### src/rtl/dmem_copy_engine_if.sv
// dmem_copy_engine_if: groups the copy-engine control handshake and the
// data_mem pin bundle.
//   slave  : the copy engine. It takes the start request and read_data, and
//            drives the status outputs and the memory pins.
//   master : the controller / memory side (CPU control path or bench).
// Signals:
//   start, src_addr, dst_addr, length : copy request
//   busy, done, err                   : status
//   mem_read, mem_write, addr,
//   write_data, read_data             : data_mem pins
interface dmem_copy_engine_if #(parameter int LEN_W = 8);
  logic             start;
  logic [31:0]      src_addr;
  logic [31:0]      dst_addr;
  logic [LEN_W-1:0] length;
  logic             busy;
  logic             done;
  logic             err;
  logic             mem_read;
  logic             mem_write;
  logic [31:0]      addr;
  logic [31:0]      write_data;
  logic [31:0]      read_data;

  modport slave (
    input  start, src_addr, dst_addr, length, read_data,
    output busy, done, err, mem_read, mem_write, addr, write_data
  );

  modport master (
    output start, src_addr, dst_addr, length, read_data,
    input  busy, done, err, mem_read, mem_write, addr, write_data
  );
endinterface

### src/rtl/dmem_copy_engine.sv
// dmem_copy_engine: copies a block of 32-bit words from src_addr to dst_addr
// in data_mem. Each word takes two cycles, an RD cycle followed by a WR
// cycle, and words are copied in ascending order.
// Ports:
//   clk : rising-edge clock
//   rst : asynchronous, active-high reset
//   bus : dmem_copy_engine_if.slave
//         - start/src_addr/dst_addr/length in
//         - busy/done/err out
//         - data_mem pins
// All outputs are registered. They are loaded on the transition into the
// state that presents them, so start has no combinational path to the
// memory pins.
module dmem_copy_engine #(
  parameter int LEN_W = 8
) (
  input logic            clk,
  input logic            rst,
  dmem_copy_engine_if.slave bus
);

  typedef enum logic [1:0] {IDLE, RD, WR, FIN} state_t;

  typedef struct packed {
    logic [31:0]      src;
    logic [31:0]      dst;
    logic [LEN_W-1:0] cnt;
  } xfer_t;

  state_t      state;
  xfer_t       xf;
  logic        busy_q, done_q, err_q, rd_q, wr_q;
  logic [31:0] addr_q;
  logic [31:0] wdata_q;  // doubles as the word buffer between RD and WR

  wire misal = (bus.src_addr[1:0] != 2'b00) || (bus.dst_addr[1:0] != 2'b00);

  always_ff @(posedge clk or posedge rst) begin
    if (rst) begin
      state   <= IDLE;
      xf      <= '0;
      busy_q  <= 1'b0;
      done_q  <= 1'b0;
      err_q   <= 1'b0;
      rd_q    <= 1'b0;
      wr_q    <= 1'b0;
      addr_q  <= '0;
      wdata_q <= '0;
    end else begin
      case (state)
        IDLE: begin
          done_q <= 1'b0;
          if (bus.start) begin
            xf    <= '{src: bus.src_addr, dst: bus.dst_addr, cnt: bus.length};
            err_q <= misal;
            if (misal || bus.length == '0) begin
              done_q <= 1'b1;
              state  <= FIN;
            end else begin
              busy_q <= 1'b1;
              rd_q   <= 1'b1;
              addr_q <= bus.src_addr;
              state  <= RD;
            end
          end
        end
        RD: begin
          wdata_q <= bus.read_data;
          rd_q    <= 1'b0;
          wr_q    <= 1'b1;
          addr_q  <= xf.dst;
          state   <= WR;
        end
        WR: begin
          wr_q   <= 1'b0;
          xf.src <= xf.src + 32'd4;
          xf.dst <= xf.dst + 32'd4;
          xf.cnt <= xf.cnt - LEN_W'(1);
          if (xf.cnt == LEN_W'(1)) begin
            busy_q <= 1'b0;
            done_q <= 1'b1;
            addr_q <= '0;
            state  <= FIN;
          end else begin
            rd_q   <= 1'b1;
            addr_q <= xf.src + 32'd4;  // next source word, ahead of the pointer update
            state  <= RD;
          end
        end
        FIN: begin
          done_q <= 1'b0;
          state  <= IDLE;
        end
        default: state <= IDLE;
      endcase
    end
  end

  assign bus.busy       = busy_q;
  assign bus.done       = done_q;
  assign bus.err        = err_q;
  assign bus.mem_read   = rd_q;
  assign bus.mem_write  = wr_q;
  assign bus.addr       = addr_q;
  assign bus.write_data = wdata_q;

endmodule

### src/flat_wrapper.sv
// flat-port wrapper written by rule: the top's interface ports become plain ports
module dmem_copy_engine_flat 
#(
  parameter int LEN_W = 8
)
  (clk, rst, bus_start, bus_src_addr, bus_dst_addr, bus_length, bus_read_data, bus_busy, bus_done, bus_err, bus_mem_read, bus_mem_write, bus_addr, bus_write_data);
  dmem_copy_engine_if #(.LEN_W(LEN_W)) bus_i ();
  input logic clk;
  input logic rst;
  input wire logic [$bits(bus_i.start)-1:0] bus_start;
  input wire logic [$bits(bus_i.src_addr)-1:0] bus_src_addr;
  input wire logic [$bits(bus_i.dst_addr)-1:0] bus_dst_addr;
  input wire logic [$bits(bus_i.length)-1:0] bus_length;
  input wire logic [$bits(bus_i.read_data)-1:0] bus_read_data;
  output wire logic [$bits(bus_i.busy)-1:0] bus_busy;
  output wire logic [$bits(bus_i.done)-1:0] bus_done;
  output wire logic [$bits(bus_i.err)-1:0] bus_err;
  output wire logic [$bits(bus_i.mem_read)-1:0] bus_mem_read;
  output wire logic [$bits(bus_i.mem_write)-1:0] bus_mem_write;
  output wire logic [$bits(bus_i.addr)-1:0] bus_addr;
  output wire logic [$bits(bus_i.write_data)-1:0] bus_write_data;
  assign bus_i.start = bus_start;
  assign bus_i.src_addr = bus_src_addr;
  assign bus_i.dst_addr = bus_dst_addr;
  assign bus_i.length = bus_length;
  assign bus_i.read_data = bus_read_data;
  assign bus_busy = bus_i.busy;
  assign bus_done = bus_i.done;
  assign bus_err = bus_i.err;
  assign bus_mem_read = bus_i.mem_read;
  assign bus_mem_write = bus_i.mem_write;
  assign bus_addr = bus_i.addr;
  assign bus_write_data = bus_i.write_data;
  dmem_copy_engine #(.LEN_W(LEN_W)) u_core (.clk(clk), .rst(rst), .bus(bus_i));
endmodule
### config.mk
export PLATFORM = sky130hd
export DESIGN_NAME = dmem_copy_engine_flat
export DESIGN_NICKNAME = d
export VERILOG_FILES = /design/src/rtl/dmem_copy_engine_if.sv /design/src/rtl/dmem_copy_engine.sv /design/src/flat_wrapper.sv
export SDC_FILE = /design/constraint.sdc
export NUM_CORES = 1
export LEC_CHECK = 0
export ABC_AREA = 1
export CAP_MARGIN = 20
export CORE_MARGIN = 2
export CORE_UTILIZATION = 57
export CTS_CLUSTER_DIAMETER = 40
export DETAILED_ROUTE_END_ITERATION = 16
export PLACE_DENSITY_LB_ADDON = 0.2
export SYNTH_ARGS = -nofsm -noshare
export SYNTH_HDL_FRONTEND = slang
export SYNTH_SLANG_ARGS = --single-unit
### constraint.sdc
create_clock -name clk -period 8.7 [get_ports clk]
set_input_delay 2.175 -clock clk [delete_from_list [all_inputs] [get_ports clk]]
set_output_delay 2.175 -clock clk [all_outputs]
set_load 0.02 [all_outputs]
# Word-level counts from Yosys, hierarchy flattened
# Cells that the tools add are included.
# totals
regBits,143
input_bits,107
out_inout_bits,69
word_cells,59
# op_classes
add_sub_neg,3
eq_ne,8
n_mux,21
reduce_logical,16
# ops
operator,count
case mux 72 bit (2 select lines),1
2-to-1 mux 32 bit,3
case mux 32 bit (3 select lines),1
2-to-1 mux 72 bit,1
"adder 32 x 3 -> 32 bit, second input constant",2
"== test 8 x 1 -> 1 bit, second input constant",1
zero test 8 bit,1
case mux 2 bit (4 select lines),1
AND reduction 4 bit,2
nonzero test 2 bit,4
"subtractor 8 x 1 -> 8 bit, second input constant",1
2-to-1 mux 1 bit,7
2-to-1 mux 2 bit,3
"!= test 2 bit, second input constant",3
case mux 1 bit (3 select lines),2
AND reduction 2 bit,3
nonzero test 3 bit,2
"== test 2 bit, second input constant",2
case mux 1 bit (2 select lines),2
AND reduction 3 bit,1
"== test 2 x 1 -> 1 bit, second input constant",1
zero test 2 bit,1
logical OR 1 bit,2
"!= test 2 x 1 -> 1 bit, second input constant",1

# Depth between registers and ports, before layout
# Gate-level depths: netlist of the first run.
# depth
depth_word,6
ltp_mapped,11
mapped_depth_nobuf,11

# Worst setup path before layout of the first run
# No wires, ideal clock.
# synth_timing
path_kind,input to register
start,input port bus_src_addr[0]
end,register u_core.rd_q (netlist: u_core.bus.mem_read)
setup_time_ns,0.123
arrival_time_ns,3.070
required_time_ns,8.577
path_slack_ns,5.507
path_stages,9
path_buffers,1
path_cell_list,inv_1 -> nand2_1 -> nor3_2 -> o21ai_2 -> nand2_1 -> nand3b_2 -> buf_2 -> o21ai_0 -> nand2_1
# synth_via
elab_chain_cells,5
# synth_rtl
item,line_no,source
from (decl),flat_wrapper.sv:11,input wire logic [$bits(bus_i.src_addr)-1:0] bus_src_addr;
nonzero test 2 bit,dmem_copy_engine.sv:36,wire misal = (bus.src_addr[1:0] != 2'b00) || (bus.dst_addr[1:0] != 2'b00);
logical OR 1 bit,dmem_copy_engine.sv:36,
logical OR 1 bit,dmem_copy_engine.sv:56,if (misal || bus.length == '0) begin
!= test 2 bit (no line),n/a,
AND reduction 4 bit (no line),n/a,
to (signal assigned),dmem_copy_engine.sv:45,rd_q <= 1'b0;
to (signal assigned),dmem_copy_engine.sv:61,rd_q <= 1'b1;
to (signal assigned),dmem_copy_engine.sv:69,rd_q <= 1'b0;
to (decl),dmem_copy_engine.sv:32,"logic busy_q, done_q, err_q, rd_q, wr_q;"
# Every way passes these cells.
# A chain may end at the register's enable or synchronous reset.

# Worst setup path after layout of the first run
# layout_timing
start,input port bus_start
end,register u_core.xf[15] in the netlist's numbering
# layout_via
elab_chain_cells,2
# layout_rtl
item,line_no,source
from (decl),flat_wrapper.sv:10,input wire logic [$bits(bus_i.start)-1:0] bus_start;
!= test 2 bit (no line),n/a,
AND reduction 2 bit (no line),n/a,
to (signal assigned),dmem_copy_engine.sv:54,"xf <= '{src: bus.src_addr, dst: bus.dst_addr, cnt: bus.length};"
to (decl),dmem_copy_engine.sv:31,xfer_t xf;
# Every way passes these cells.

==> metrics.md, run 1 <==
| Metric | Value |
|---|---|
| Outcome | completed |
| CTS root buf | clkbuf_16 |
| Flops & latches, synth | 143 |
| Vias/cell | 5.59 |
| Io pins | 176 |
| Metal1 wirelength | 10400 um |
| Worst r2r path cells | 12 |
| Seq pwr share | 28.7% |
| GR Overflow Total | 0 |
| Drt drc | 0 |
| Final Max Tran Viols | 0 |
| Net Sw Frac | 47.9% |
| Worst relative slew slack | 26.5% |
| PD cells | 410 nW/um2 |
| Warnings from Yosys | 0 |
| Hold Path Class | reg2reg |
| Area of the multi-input gates | 4530 um2 |
| Area growth, synth to finish | 28.3% |
| Final Net Count | 1503 |
| CTS tree | done |
| I/O Buffers | 175 |
| Worst r2r dst | u_core.xf[15]$_DFFE_PP0P_ |
| Initial antenna violation count | 0 |
| CP max-delay cell | clkdlybuf4s50_1 |
| Die area | 16200 um2 |
| Skew-Pair Late Insertion Delay | 430 ps |
| ANT nets after route | 0 |
| Worst hold stages | 2 |
| CTS resizes | 0 |
| Asr flop ratio synth | 100% |
| CP Launch Type | primary input |
| Layout Skew | 7.67 ps |
| EDFF count, synth | 0 |
| Top Metal Used | met4 |
| Worst r2r src | u_core.state[0]$_DFFE_PP0N_ |
| Met3 WL post-DR | 2060 um |
| Synthesized cell area | 8670 um2 |
| Pre-CTS setup slack | 3950 ps |
| DP HPWL | 16900 um |
| Crit path buf inv count | 5 |
| 1st-iter DRT viols | 958 |
| Leakage Power | 5.17 nW |
| Delay-heaviest family, CP | buffers and inverters |
| Drt wl/cell | 15.4 um |
| Syn Area/Cell | 6.98 um2 |
| GRT Total Usage | 30.7% |
| Final WL | 24500 um |
| WHS | 470 ps |
| TritonCTS buffer count | 17 |
| Net Sw Power | 2.19 mW |
| Vias in the first global route | 8335 |
| Max incr delay on CP | 500 ps |
| RSZ-0062 raised after global routing | no |
| Cell Chain, Critical Path | clkdlybuf4s50_1, nand2_1, o21ai_4, buf_4, inv_2, buf_4, a21oi_1, nand2_1, o21ai_0, inv_1 |
| Count of cell types in the netlist | 42 |
| CP arrival | 4730 ps |
| FMAX | 226 MHz |
| # setup viols final | 0 |
| Worst min-delay path startpoint | u_core.bus.write_data[24]$_DFFE_PP0P_ |
| Die X | 127 um |
| First-pass GRT wire length | 39900 um |
| GPL Wtd Cong | 0.952 |
| Main synth FF type | dfrtp_1 |
| Critical path data required time | 9010 ps |
| Slew of the pin with the lowest slew margin | 1100 ps |
| Max Cap Viol | 0 |
| Clk sinks | 143 |
| Min Tclk post-route | 4420 ps |
| Met2 WL | 11600 um |
| Cts-stage hold buffer count | 0 |
| DR pass1 iterations | 6 |
| WS Path Type | in2reg |
| Peak VDD IR | 0.000252 V |
| Htree depth | 4 |
| DR vias | 8883 |
| Syn nets | 1358 |
| Post-synthesis sequential area ratio | 41.3% |
| CP max FO | 57 |
| Post-Syn Instances | 1243 |
| Reg clk slew, reported paths | 60 ps |
| Storage element area | 3580 um2 |
| Largest net degree at the start of global routing | 106 |
| Final hold vios | 0 |
| Core area | 15000 um2 |
| Fillers | 1164 |
| Share of cells above drive strength 1 | 6.50% |
| Cell Int Power | 2.38 mW |
| Starting Density | 57.7% |
| R2r setup slk | 5100 ps |
| # diodes | 0 |
| CP Capture Type | flop |
| Final WS setup | 4280 ps |
| Worst Hold End | u_core.bus.write_data[24]$_DFFE_PP0P_ |
| Die Ht | 127 um |
| Comb pwr share | 54.6% |
| Post-CTS Setup Repair Bufs | 0 |
| Final TNS setup | 0 ps |
| Clock share of power | 16.6% |
| Final worst-path cycle share | 50.8% |
| Maximum clock insertion buffer count | 2 |
| Core Rows | 45 |
==> worst max path at each step <==
stage	start	to	slack [ps]	depth (start not counted)
after global routing	bus_start	u_core.xf[15]$_DFFE_PP0P_	4080	10
after CTS	bus_start	u_core.xf[15]$_DFFE_PP0P_	4380	10
after detailed placement	bus_start	u_core.xf[15]$_DFFE_PP0P_	3950	10
final	bus_start	u_core.xf[15]$_DFFE_PP0P_	4280	10
after global placement	bus_start	u_core.xf[15]$_DFFE_PP0P_	4010	10
after floorplan	rst	u_core.bus.addr[0]$_DFFE_PP0P_	2690	1
==> power by group through the flow <==
stage	sequential, mW	combinational, mW	clock [mW]
finish	1.31	2.49	0.760
global route	1.35	2.76	0.799
CTS	1.30	2.46	0.766
detailed placement	1.30	2.44	0
global placement	1.29	2.37	0
floorplan	1.43	1.51	0
==> area by class of cell <==
class	count	area share [%]
multi-input cells	956	40.7
flip-flops and latches	143	32.2
clock buffers	18	3.86
repair buffers	184	16.6
well taps	188	2.11
clock inverters	14	1.63
inverters	86	2.95
==> worst min-delay path, stage by stage, from the launching register on <==
cell and delay, ps:
dfrtp_1 340, nand2_1 50, nand2_1 50
==> cell families (layout without fill, tap and decap cells) <==
group / after synthesis / count (layout) / share of synthesized area, %
buffers and inverters: 144 / 302 / 6.79
DFF: 143 / 143 / 41.3
adders and majority gates: 8 / 8 / 1.15
and+or+nand+nor: 733 / 733 / 36.0
AOI/OAI and AO/OA: 201 / 201 / 12.9
xor gates and xnor gates: 14 / 14 / 1.85
==> per-stage QoR <==
step	power (mW)	utilization (%)	cell area, um2	std cells
after CTS	4.53	73.9	11100	1588
after global placement	3.66	69.7	10500	1555
after floorplan	2.93	-	8670	1243
after detailed placement	3.74	69.8	10500	1556
final	4.56	74.0	11100	1589
after global routing	4.91	74.0	11100	1589
==> registers in the layout (all words and copies together) (netlist names) <==
register	count
u_core.bus.err	1
u_core.bus.mem_read	1
u_core.state	2
u_core.bus.done	1
u_core.bus.busy	1
u_core.bus.addr	32
u_core.xf	72
u_core.bus.write_data	32
u_core.bus.mem_write	1
==> cells in the mapped netlist, types with 3 or more instances <==
cell type,count,area [um2]
nor3_1,16,80.1
nor2_1,169,634
and2_1,3,18.8
dfrtp_1,143,3580
nor2_4,6,67.6
nor2_2,6,37.5
a21oi_1,75,375
o21ai_2,5,43.8
o21ai_1,5,25.0
nor3_2,5,50.1
o22ai_1,7,43.8
nand2_1,420,1580
a22oi_1,21,158
buf_2,26,130
clkbuf_1,25,93.8
o211ai_1,7,52.6
inv_2,4,15.0
xor2_1,9,78.8
nand4_1,17,106
o21ai_0,73,365
buf_1,3,11.3
nand2_4,3,33.8
nand3_1,72,360
inv_1,81,304
xor2_2,5,81.3
nor2_8,3,60.1
a31oi_1,3,18.8
nand2_2,7,43.8
ha_1,8,100
==> cell usage in the layout (no fill, tap or decap), types with 6 or more instances in the layout <==
cell,Yosys,final
a22oi_1,21,21
o21ai_0,73,73
nor2_4,6,6
clkbuf_16,0,17
dfrtp_1,143,143
clkdlybuf4s50_1,0,175
nor2_1,169,169
nand2_1,420,420
xor2_1,9,9
o22ai_1,7,7
buf_4,2,7
nor2_2,6,6
inv_1,81,79
o211ai_1,7,7
nand2_2,7,7
nor3_1,16,16
ha_1,8,6
a21oi_1,75,75
nand4_1,17,17
nand3_1,72,72
==> layer usage <==
layer  GRT usage [%]  vias to the layer above
met5               0                        -
met4            9.24                        0
met3            7.71                       51
met2            49.3                      420
met1            41.4                     4108
li1                -                     4304
Power figures use the tool's default switching activity.
==> run 2, diff against run 1 <==
CORE_UTILIZATION = 52   (was 57)
clock period = 4.2 ns   (was 8.7 ns; I/O delays follow)
==> metrics.md, run 2 (synthesis results as in run 1) <==
| Metric | Value |
|---|---|
| Routing usage on met1 | 39.1% |
| # setup viols final | 0 |
| Min Tclk post-route | 2600 ps |
| Leakage Power | 5.18 nW |
| Worst relative slew slack | 40.1% |
| Grt met2 use | 44.9% |
| Layout Skew | 11.2 ps |
| Starting Density | 52.7% |
| Htree depth | 4 |
| CTS tree | done |
| Drt drc | 0 |
| Drt wl/cell | 15.1 um |
| PD cells | 837 nW/um2 |
| Vias in the first global route | 8355 |
| CP Capture Type | flop |
| Commonest non-fill, non-tap cell in the layout | nand2_1 |
| Peak VDD IR | 0.000504 V |
| CP arrival | 2960 ps |
| Reg clk slew, reported paths | 60 ps |
| RSZ-0062 raised after global routing | no |
| Critical path data required time | 4570 ps |
| Final TNS setup | 0 ps |
| Largest net degree at the start of global routing | 67 |
| ANT nets after route | 0 |
| I/O Buffers | 175 |
| Slew of the pin with the lowest slew margin | 898 ps |
| M3 GR Usage | 5.94% |
| # diodes | 0 |
| FMAX | 385 MHz |
| DP HPWL | 17400 um |
| Cell Chain, Critical Path | clkdlybuf4s50_1, nand2_1, o21ai_4, buf_4, o21ai_0, a32o_1, inv_1 |
| 1st-iter DRT viols | 858 |
| CTS root buf | clkbuf_16 |
| Io pins | 176 |
| GRT Total Usage | 28.5% |
| Initial antenna violation count | 0 |
| GPL Wtd Cong | 0.968 |
| DR vias | 8779 |
| Final worst-path cycle share | 61.8% |
| Share of cells above drive strength 1 | 6.83% |
| Post-CTS Setup Repair Bufs | 0 |
| Die Ht | 133 um |
| TritonCTS buffer count | 17 |
| CP max FO | 56 |
| Final WL | 24500 um |
| Final Net Count | 1507 |
| Hold Path Class | reg2reg |
| DR pass1 iterations | 5 |
| Pre-CTS setup slack | 1210 ps |
| Final Max Tran Viols | 0 |
| Most frequent cells in the layout | 420 x nand2_1, 175 x clkdlybuf4s50_1, 169 x nor2_1 |
| Maximum clock insertion buffer count | 2 |
| First-pass GRT wire length | 40900 um |
| CP max-delay cell | clkdlybuf4s50_1 |
| Cts-stage hold buffer count | 0 |
| WHS | 468 ps |
| Vias/cell | 5.40 |
| Max FFs per register | 72 |
| Skew-Pair Late Insertion Delay | 430 ps |
| Final hold vios | 0 |
| WS Path Type | in2reg |
| Clk sinks | 143 |
| Top Usage Layer GRT | met2 |
| Outcome | completed |
| Area growth, synth to finish | 29.1% |
| CP Launch Type | primary input |
| Max incr delay on CP | 500 ps |
| Die X | 133 um |
| R2r setup slk | 1690 ps |
| Biggest register | u_core.xf |
| Core Rows | 47 |
| Core area | 16500 um2 |
| Final WS setup | 1600 ps |
| CTS resizes | 0 |
| Max Cap Viol | 0 |
| GR Overflow Total | 0 |
| Die area | 17700 um2 |
==> run 2: cell types whose count changed in the layout (fill, tap and decap cells not counted) <==
cell,previous run,this run
inv_8,1,0
clkinv_4,2,1
bufinv_16,3,2
buf_12,2,3
inv_6,5,2
clkbuf_1,1,0
clkbuf_8,0,3
clkinvlp_4,3,6
buf_4,7,10
clkinv_2,1,2
==> run 2: metrics by stage <==
| stage | instance area, um2 | utilization [%] | std cells | power (mW) |
|---|---|---|---|---|
| floorplan | 8680 | - | 1243 | 6.08 |
| detailed placement | 10600 | 64.4 | 1593 | 7.79 |
| CTS | 11200 | 68.0 | 1625 | 9.37 |
| global placement | 10600 | 64.4 | 1593 | 7.67 |
| global route | 11200 | 68.0 | 1625 | 10.2 |
| finish | 11200 | 68.0 | 1625 | 9.37 |
==> run 2: cell type report <==
cell class,instances,area (um2)
Inverter,86,327
Fill cell,1446,5270
Clock inverter,12,134
Timing Repair Buffer,188,1890
Multi-Input combinational cell,956,4530
Clock buffer,20,467
Sequential cell,143,3580
Tap cell,220,275
==> run 2: critical path, delay by kind of cell <==
family	cells	cell delay, ps
buffers and inverters	3	1030
and+or+nand+nor	1	230
AOI/OAI and AO/OA	3	610
==> run 2: power breakdown <==
group	switching, mW	internal (mW)
Combinational	3.26	1.88
Sequential	0.600	2.10
Clock	0.613	0.923
Total	4.47	4.90
==> run 2: metal layers <==
metal	up-vias	share of wire, %
met5	-	0
met4	0	2.5
met3	53	8.0
met2	386	45
met1	4023	44
li1	4317	-
==> run 2: final timing paths <==
check	start	end	depth (start not counted)
setup / recovery	bus_start	u_core.xf[13]$_DFFE_PP0P_	7
setup reg to reg	u_core.state[0]$_DFFE_PP0N_	u_core.bus.addr[0]$_DFFE_PP0P_	9
hold / removal	u_core.bus.write_data[25]$_DFFE_PP0P_	u_core.bus.write_data[25]$_DFFE_PP0P_	2
min in group asynchronous	rst	u_core.bus.write_data[0]$_DFFE_PP0P_	2
hold reg to reg	u_core.bus.write_data[25]$_DFFE_PP0P_	u_core.bus.write_data[25]$_DFFE_PP0P_	2
max in group asynchronous	rst	u_core.xf[68]$_DFFE_PP0P_	3
